===== src/rtl/pipelined_alu_if.sv =====
// Operand/result bus for pipelined_alu: an operand stream in and a result stream out.
// Both streams use valid/ready: a beat transfers on the rising edge where valid && ready;
// the sender holds its payload stable while valid is high and ready is low.
interface pipelined_alu_if #(
    parameter int WIDTH = 8
) ();
    logic             in_valid;
    logic             in_ready;
    logic [WIDTH-1:0] a;
    logic [WIDTH-1:0] b;
    logic [2:0]       op_code;
    logic             out_valid;
    logic             out_ready;
    logic [WIDTH-1:0] result;
    logic             flag_z;
    logic             flag_n;
    logic             flag_c;
    logic             flag_v;

    modport slave (
        input  in_valid, a, b, op_code, out_ready,
        output in_ready, out_valid, result, flag_z, flag_n, flag_c, flag_v
    );

    modport master (
        output in_valid, a, b, op_code, out_ready,
        input  in_ready, out_valid, result, flag_z, flag_n, flag_c, flag_v
    );
endinterface


===== src/rtl/pipelined_alu.sv =====
// Two-stage ALU: S1 captures operands, S2 computes and holds result/flags until consumed.
// Eight ops, Z/N/C/V flags, full back-pressure at one op per cycle.
module pipelined_alu #(
    parameter int WIDTH = 8
) (
    input  logic           clk,
    input  logic           rst_n,
    pipelined_alu_if.slave bus
);
    localparam int SHW = $clog2(WIDTH);

    typedef enum logic [2:0] {
        OP_ADD = 3'b000,
        OP_SUB = 3'b001,
        OP_AND = 3'b010,
        OP_OR  = 3'b011,
        OP_XOR = 3'b100,
        OP_SLL = 3'b101,
        OP_SRL = 3'b110,
        OP_SLT = 3'b111
    } op_e;

    logic             s1_valid_q, s1_valid_d;
    logic [WIDTH-1:0] s1_a_q, s1_a_d;
    logic [WIDTH-1:0] s1_b_q, s1_b_d;
    logic [2:0]       s1_op_q, s1_op_d;

    logic             out_valid_q, out_valid_d;
    logic [WIDTH-1:0] result_q, result_d;
    logic [3:0]       flags_q, flags_d;  // {z, n, c, v}

    logic             s2_ready;
    logic             accept;
    logic             s1_xfer;
    logic             emit;

    logic [WIDTH:0]   sum;
    logic [WIDTH:0]   diff;
    logic [SHW-1:0]   shamt;
    logic [WIDTH-1:0] alu_res;
    logic             alu_c;
    logic             alu_v;

    // in_ready deliberately does not look at in_valid, so producers may wait on it.
    assign s2_ready = !out_valid_q || bus.out_ready;
    assign accept   = bus.in_valid && bus.in_ready;
    assign s1_xfer  = s1_valid_q && s2_ready;
    assign emit     = out_valid_q && bus.out_ready;

    assign bus.in_ready  = !s1_valid_q || s2_ready;
    assign bus.out_valid = out_valid_q;
    assign bus.result    = result_q;
    assign bus.flag_z    = flags_q[3];
    assign bus.flag_n    = flags_q[2];
    assign bus.flag_c    = flags_q[1];
    assign bus.flag_v    = flags_q[0];

    // The top bit of the WIDTH+1 subtraction is the unsigned borrow.
    assign sum   = {1'b0, s1_a_q} + {1'b0, s1_b_q};
    assign diff  = {1'b0, s1_a_q} - {1'b0, s1_b_q};
    assign shamt = s1_b_q[SHW-1:0];

    always_comb begin
        alu_res = '0;
        alu_c   = 1'b0;
        alu_v   = 1'b0;
        case (op_e'(s1_op_q))
            OP_ADD: begin
                alu_res = sum[WIDTH-1:0];
                alu_c   = sum[WIDTH];
                alu_v   = (s1_a_q[WIDTH-1] == s1_b_q[WIDTH-1]) &&
                          (sum[WIDTH-1] != s1_a_q[WIDTH-1]);
            end
            OP_SUB: begin
                alu_res = diff[WIDTH-1:0];
                alu_c   = diff[WIDTH];
                alu_v   = (s1_a_q[WIDTH-1] != s1_b_q[WIDTH-1]) &&
                          (diff[WIDTH-1] != s1_a_q[WIDTH-1]);
            end
            OP_AND: alu_res = s1_a_q & s1_b_q;
            OP_OR:  alu_res = s1_a_q | s1_b_q;
            OP_XOR: alu_res = s1_a_q ^ s1_b_q;
            OP_SLL: alu_res = s1_a_q << shamt;
            OP_SRL: alu_res = s1_a_q >> shamt;
            OP_SLT: alu_res[0] = $signed(s1_a_q) < $signed(s1_b_q);
        endcase
    end

    always_comb begin
        s1_valid_d  = s1_valid_q;
        s1_a_d      = s1_a_q;
        s1_b_d      = s1_b_q;
        s1_op_d     = s1_op_q;
        out_valid_d = out_valid_q;
        result_d    = result_q;
        flags_d     = flags_q;

        if (accept) begin
            s1_valid_d = 1'b1;
            s1_a_d     = bus.a;
            s1_b_d     = bus.b;
            s1_op_d    = bus.op_code;
        end else if (s1_xfer) begin
            s1_valid_d = 1'b0;
        end

        // S2 only reloads on a transfer, so a stalled result never moves.
        if (s1_xfer) begin
            out_valid_d = 1'b1;
            result_d    = alu_res;
            flags_d     = {alu_res == '0, alu_res[WIDTH-1], alu_c, alu_v};
        end else if (emit) begin
            out_valid_d = 1'b0;
        end
    end

    always_ff @(posedge clk or negedge rst_n) begin
        if (!rst_n) begin
            s1_valid_q  <= 1'b0;
            s1_a_q      <= '0;
            s1_b_q      <= '0;
            s1_op_q     <= '0;
            out_valid_q <= 1'b0;
            result_q    <= '0;
            flags_q     <= '0;
        end else begin
            s1_valid_q  <= s1_valid_d;
            s1_a_q      <= s1_a_d;
            s1_b_q      <= s1_b_d;
            s1_op_q     <= s1_op_d;
            out_valid_q <= out_valid_d;
            result_q    <= result_d;
            flags_q     <= flags_d;
        end
    end
endmodule


===== src/flat_wrapper.sv =====
// flat-port wrapper written by rule: the top's interface ports become plain ports
module pipelined_alu_flat 
#(
    parameter int WIDTH = 8
)
  (clk, rst_n, bus_in_valid, bus_a, bus_b, bus_op_code, bus_out_ready, bus_in_ready, bus_out_valid, bus_result, bus_flag_z, bus_flag_n, bus_flag_c, bus_flag_v);
  pipelined_alu_if #(.WIDTH(WIDTH)) bus_i ();
  input  logic clk;
  input  logic rst_n;
  input wire logic [$bits(bus_i.in_valid)-1:0] bus_in_valid;
  input wire logic [$bits(bus_i.a)-1:0] bus_a;
  input wire logic [$bits(bus_i.b)-1:0] bus_b;
  input wire logic [$bits(bus_i.op_code)-1:0] bus_op_code;
  input wire logic [$bits(bus_i.out_ready)-1:0] bus_out_ready;
  output wire logic [$bits(bus_i.in_ready)-1:0] bus_in_ready;
  output wire logic [$bits(bus_i.out_valid)-1:0] bus_out_valid;
  output wire logic [$bits(bus_i.result)-1:0] bus_result;
  output wire logic [$bits(bus_i.flag_z)-1:0] bus_flag_z;
  output wire logic [$bits(bus_i.flag_n)-1:0] bus_flag_n;
  output wire logic [$bits(bus_i.flag_c)-1:0] bus_flag_c;
  output wire logic [$bits(bus_i.flag_v)-1:0] bus_flag_v;
  assign bus_i.in_valid = bus_in_valid;
  assign bus_i.a = bus_a;
  assign bus_i.b = bus_b;
  assign bus_i.op_code = bus_op_code;
  assign bus_i.out_ready = bus_out_ready;
  assign bus_in_ready = bus_i.in_ready;
  assign bus_out_valid = bus_i.out_valid;
  assign bus_result = bus_i.result;
  assign bus_flag_z = bus_i.flag_z;
  assign bus_flag_n = bus_i.flag_n;
  assign bus_flag_c = bus_i.flag_c;
  assign bus_flag_v = bus_i.flag_v;
  pipelined_alu #(.WIDTH(WIDTH)) u_core (.clk(clk), .rst_n(rst_n), .bus(bus_i));
endmodule

===== config.mk =====
export PLATFORM = sky130hd
export DESIGN_NAME = pipelined_alu_flat
export DESIGN_NICKNAME = d
export VERILOG_FILES = /design/src/rtl/pipelined_alu_if.sv /design/src/rtl/pipelined_alu.sv /design/src/flat_wrapper.sv
export SDC_FILE = /design/constraint.sdc
export NUM_CORES = 1
export LEC_CHECK = 0
export CELL_PAD_IN_SITES_DETAIL_PLACEMENT = 1
export CELL_PAD_IN_SITES_GLOBAL_PLACEMENT = 1
export CORE_ASPECT_RATIO = 2
export CORE_MARGIN = 2
export CORE_UTILIZATION = 43
export DETAILED_ROUTE_END_ITERATION = 10
export GPL_TIMING_DRIVEN = 0
export PLACE_DENSITY = 0.92
export SLEW_MARGIN = 10
export SYNTH_ARGS = -nofsm -noshare
export SYNTH_HDL_FRONTEND = slang
export SYNTH_SLANG_ARGS = --single-unit

===== constraint.sdc =====
create_clock -name clk -period 3.35 [get_ports clk]
set_clock_uncertainty 0.2 [all_clocks]
set_input_delay 0.67 -clock clk [delete_from_list [all_inputs] [get_ports clk]]
set_output_delay 0.67 -clock clk [all_outputs]
set_load 0.01 [all_outputs]

==> out/results.tsv <==
metric	value	unit
Worst Tran Pin Value	0.738	ns
synthesized area	0.00288	mm^2
most common cell after layout, fill and taps aside	clkdlybuf4s50_1	
syn nets	356	
final non-filler cell total	436	
dpl hpwl	7770	um
Synth Warn #	0	
area of the core	0.00657	mm^2
io pins	37	
Starting DRT DRC Count	171	
DRC	0	
Slew HR	50.8	%
GR Util met3	4.20	%
Rows	42	
Worst Path Required	3.33	ns
Final Hold Vio Count	0	
LEAKAGE	1.49	nW
Setup WS post-layout	0.126	ns
# fillers	724	
Worst Setup Path Type	reg2reg	
post-DR vias/cell	6.39	
FF+latch area	801	um^2
DR WL/cell	24.1	um
largest area contributor in the synthesized netlist	dfrtp_1	
number of global-route vias before repair	3170	
clock buffer depth	2	
GRT busiest layer	met2	
placed cell areas	0.00334	mm^2
CP Launch Type	register	
RSZ-0062 raised after global routing	no	
Routed Antenna Nets	0	
predominant post-synthesis flop cell	dfrtp_1	
period utilization	96.2	%
leading cell types in the layout, fill and taps excluded	clkdlybuf4s50_1, dfrtp_1, ha_1	
max-capacitance violation count	0	
die height	120	um
final setup vio count	0	
crit path max fanout	10	
Max Clk Rate	310	MHz
outcome	complete, no violations	
ant diodes	0	
syn_area_per_cell	9.40	um^2
clk_lat worst skew	0.28	ns
Final Instance Area	0.00351	mm^2
worst vdd ir	492	uV
sequential area share after synthesis	27.8	%
Distinct cells, synth	59	
GRT met2 Usage	53.8	%
Die Width	61.8	um
Clock transition at path regs	0.05	ns
Post-synth EDFFs	0	
crit path capture type	register	
grt ovf	0	
total track usage	31.6	%
setup bufs post-CTS	0	
drt first pass iters	4	
Place WS	-0.149	ns
Post-Synthesis Cells	306	
largest net degree at the start of global routing	33	
global-route wire length before repair	17100	um
GP Congestion	0.994	
share of Yosys cell area claimed by the top area cell type	27.8	%
CTS H-tree lvls	2	
area of the multi-input gates	0.00191	mm^2
initial antenna violation count	0	
total CTS buffers	5	
buffers added on ports	36	
Die ar.	0.00740	mm^2
clock root buffer	clkbuf_16	
asr flop ratio synth	100	%
Seq cells post-synth	32	
TritonCTS clock tree	done	
Final Max Slew Viols	0	
area grow syn2layout	22.1	%
total wire length	10500	um
min-delay worst type	in2async	
Initial Util	43.8	%
vias	2786	
WP data arrival	3.21	ns
share of layout cells above drive strength 1	15.5	%
CTS Sinks	32	
met1 usage	36.2	%
PwrDens	609	mW/mm^2
nets	398	
top cells by area, synth	dfrtp_1, ha_1, mux2_2, mux2i_1, mux4_2	
Final Critical Period	3.22	ns
CTS hold repair buffers	0	
placed insts	430	
-- worst max-delay path, cell delays in order, from the launching register on --
cell and delay (ns):
dfrtp_1 0.56, inv_1 0.21, ha_1 0.46, nor2b_1 0.22, o21a_1 0.20, o311ai_0 0.38, o211ai_1 0.25, nor3_2 0.27
nand4_1 0.15, o31ai_2 0.23
-- synthesized netlist by cell type, drive strengths merged (6+ instances only) --
| cell type | n |
|---|---|
| dfrtp | 32 |
| ha | 25 |
| o21ai | 13 |
| nor2b | 7 |
| mux2i | 13 |
| nand2 | 16 |
| a21oi | 10 |
| clkbuf | 9 |
| nor2 | 21 |
| nand3b | 6 |
| a22oi | 6 |
| a31oi | 6 |
| buf | 10 |
| mux2 | 23 |
| inv | 23 |
| nor3 | 6 |
-- repair_timing --
item | 4_1_cts | 5_1_grt
hold endpoints to repair | 0 | 0
resized for setup | 2 | 6
pin swaps | 0 | 0
setup endpoints to repair | 3 | 4
-- area by class of cell --
cell class,instances,area share [%]
buffer,18,2.53
clock buffer,7,4.34
sequential,32,22.8
tap,88,3.13
multi-input combinational,231,54.5
timing repair buffer,36,10.1
inverter,24,2.60
-- report_power, final --
| group | internal (mW) | switching (mW) |
|---|---|---|
| Sequential | 0.470 | 0.110 |
| Combinational | 0.484 | 0.600 |
| Clock | 0.311 | 0.162 |
-- path summary, 6_finish.rpt --
path                            slack [ns]                   end  cells after the start                 start
worst max-delay path                  0.13     u_core.flags_q[3]                      9      u_core.s1_b_q[2]
max in group asynchronous             2.22      u_core.s1_a_q[1]                      1                 rst_n
worst min-delay path                  0.25      u_core.s1_a_q[7]                      1                 rst_n
worst max register to register        0.13     u_core.flags_q[3]                      9      u_core.s1_b_q[2]
worst min register to register        0.31  u_core.bus.result[6]                      1  u_core.bus.result[6]
min in group clk                      0.31  u_core.bus.result[6]                      1  u_core.bus.result[6]
-- sequential cells by signal, summed over array words and instances (netlist names) --
name	flops
u_core.s1_op_q	3
u_core.bus.out_valid	1
u_core.s1_valid_q	1
u_core.bus.result	7
u_core.s1_b_q	8
u_core.s1_a_q	8
u_core.flags_q	4
-- metrics by stage --
stage                     TNS [ns]  total power [mW]  util [%]  hold WS, ns
after floorplan                  0              1.21         -        0.174
after global placement     -0.0508              1.55      51.0        0.270
after detailed placement    -0.282              1.61      50.9        0.280
after CTS                        0              2.11      53.2        0.266
after global routing             0              2.24      53.5        0.320
final                            0              2.14      53.5        0.250
-- cell families after synthesis --
family | synth area share [%]
xor+xnor | 1.22
buf+inv | 6.26
mux | 17.6
flops | 27.8
compound gates | 19.8
fa+ha+maj | 12.3
simple gates | 15.0
-- routing by layer --
metal | wire (um) | up-vias
li1 | - | 1201
met1 | 3660 | 1408
met2 | 5750 | 130
met3 | 481 | 47
met4 | 597 | 0
met5 | 0 | -
No activity file was read; power rests on OpenSTA's default activity.
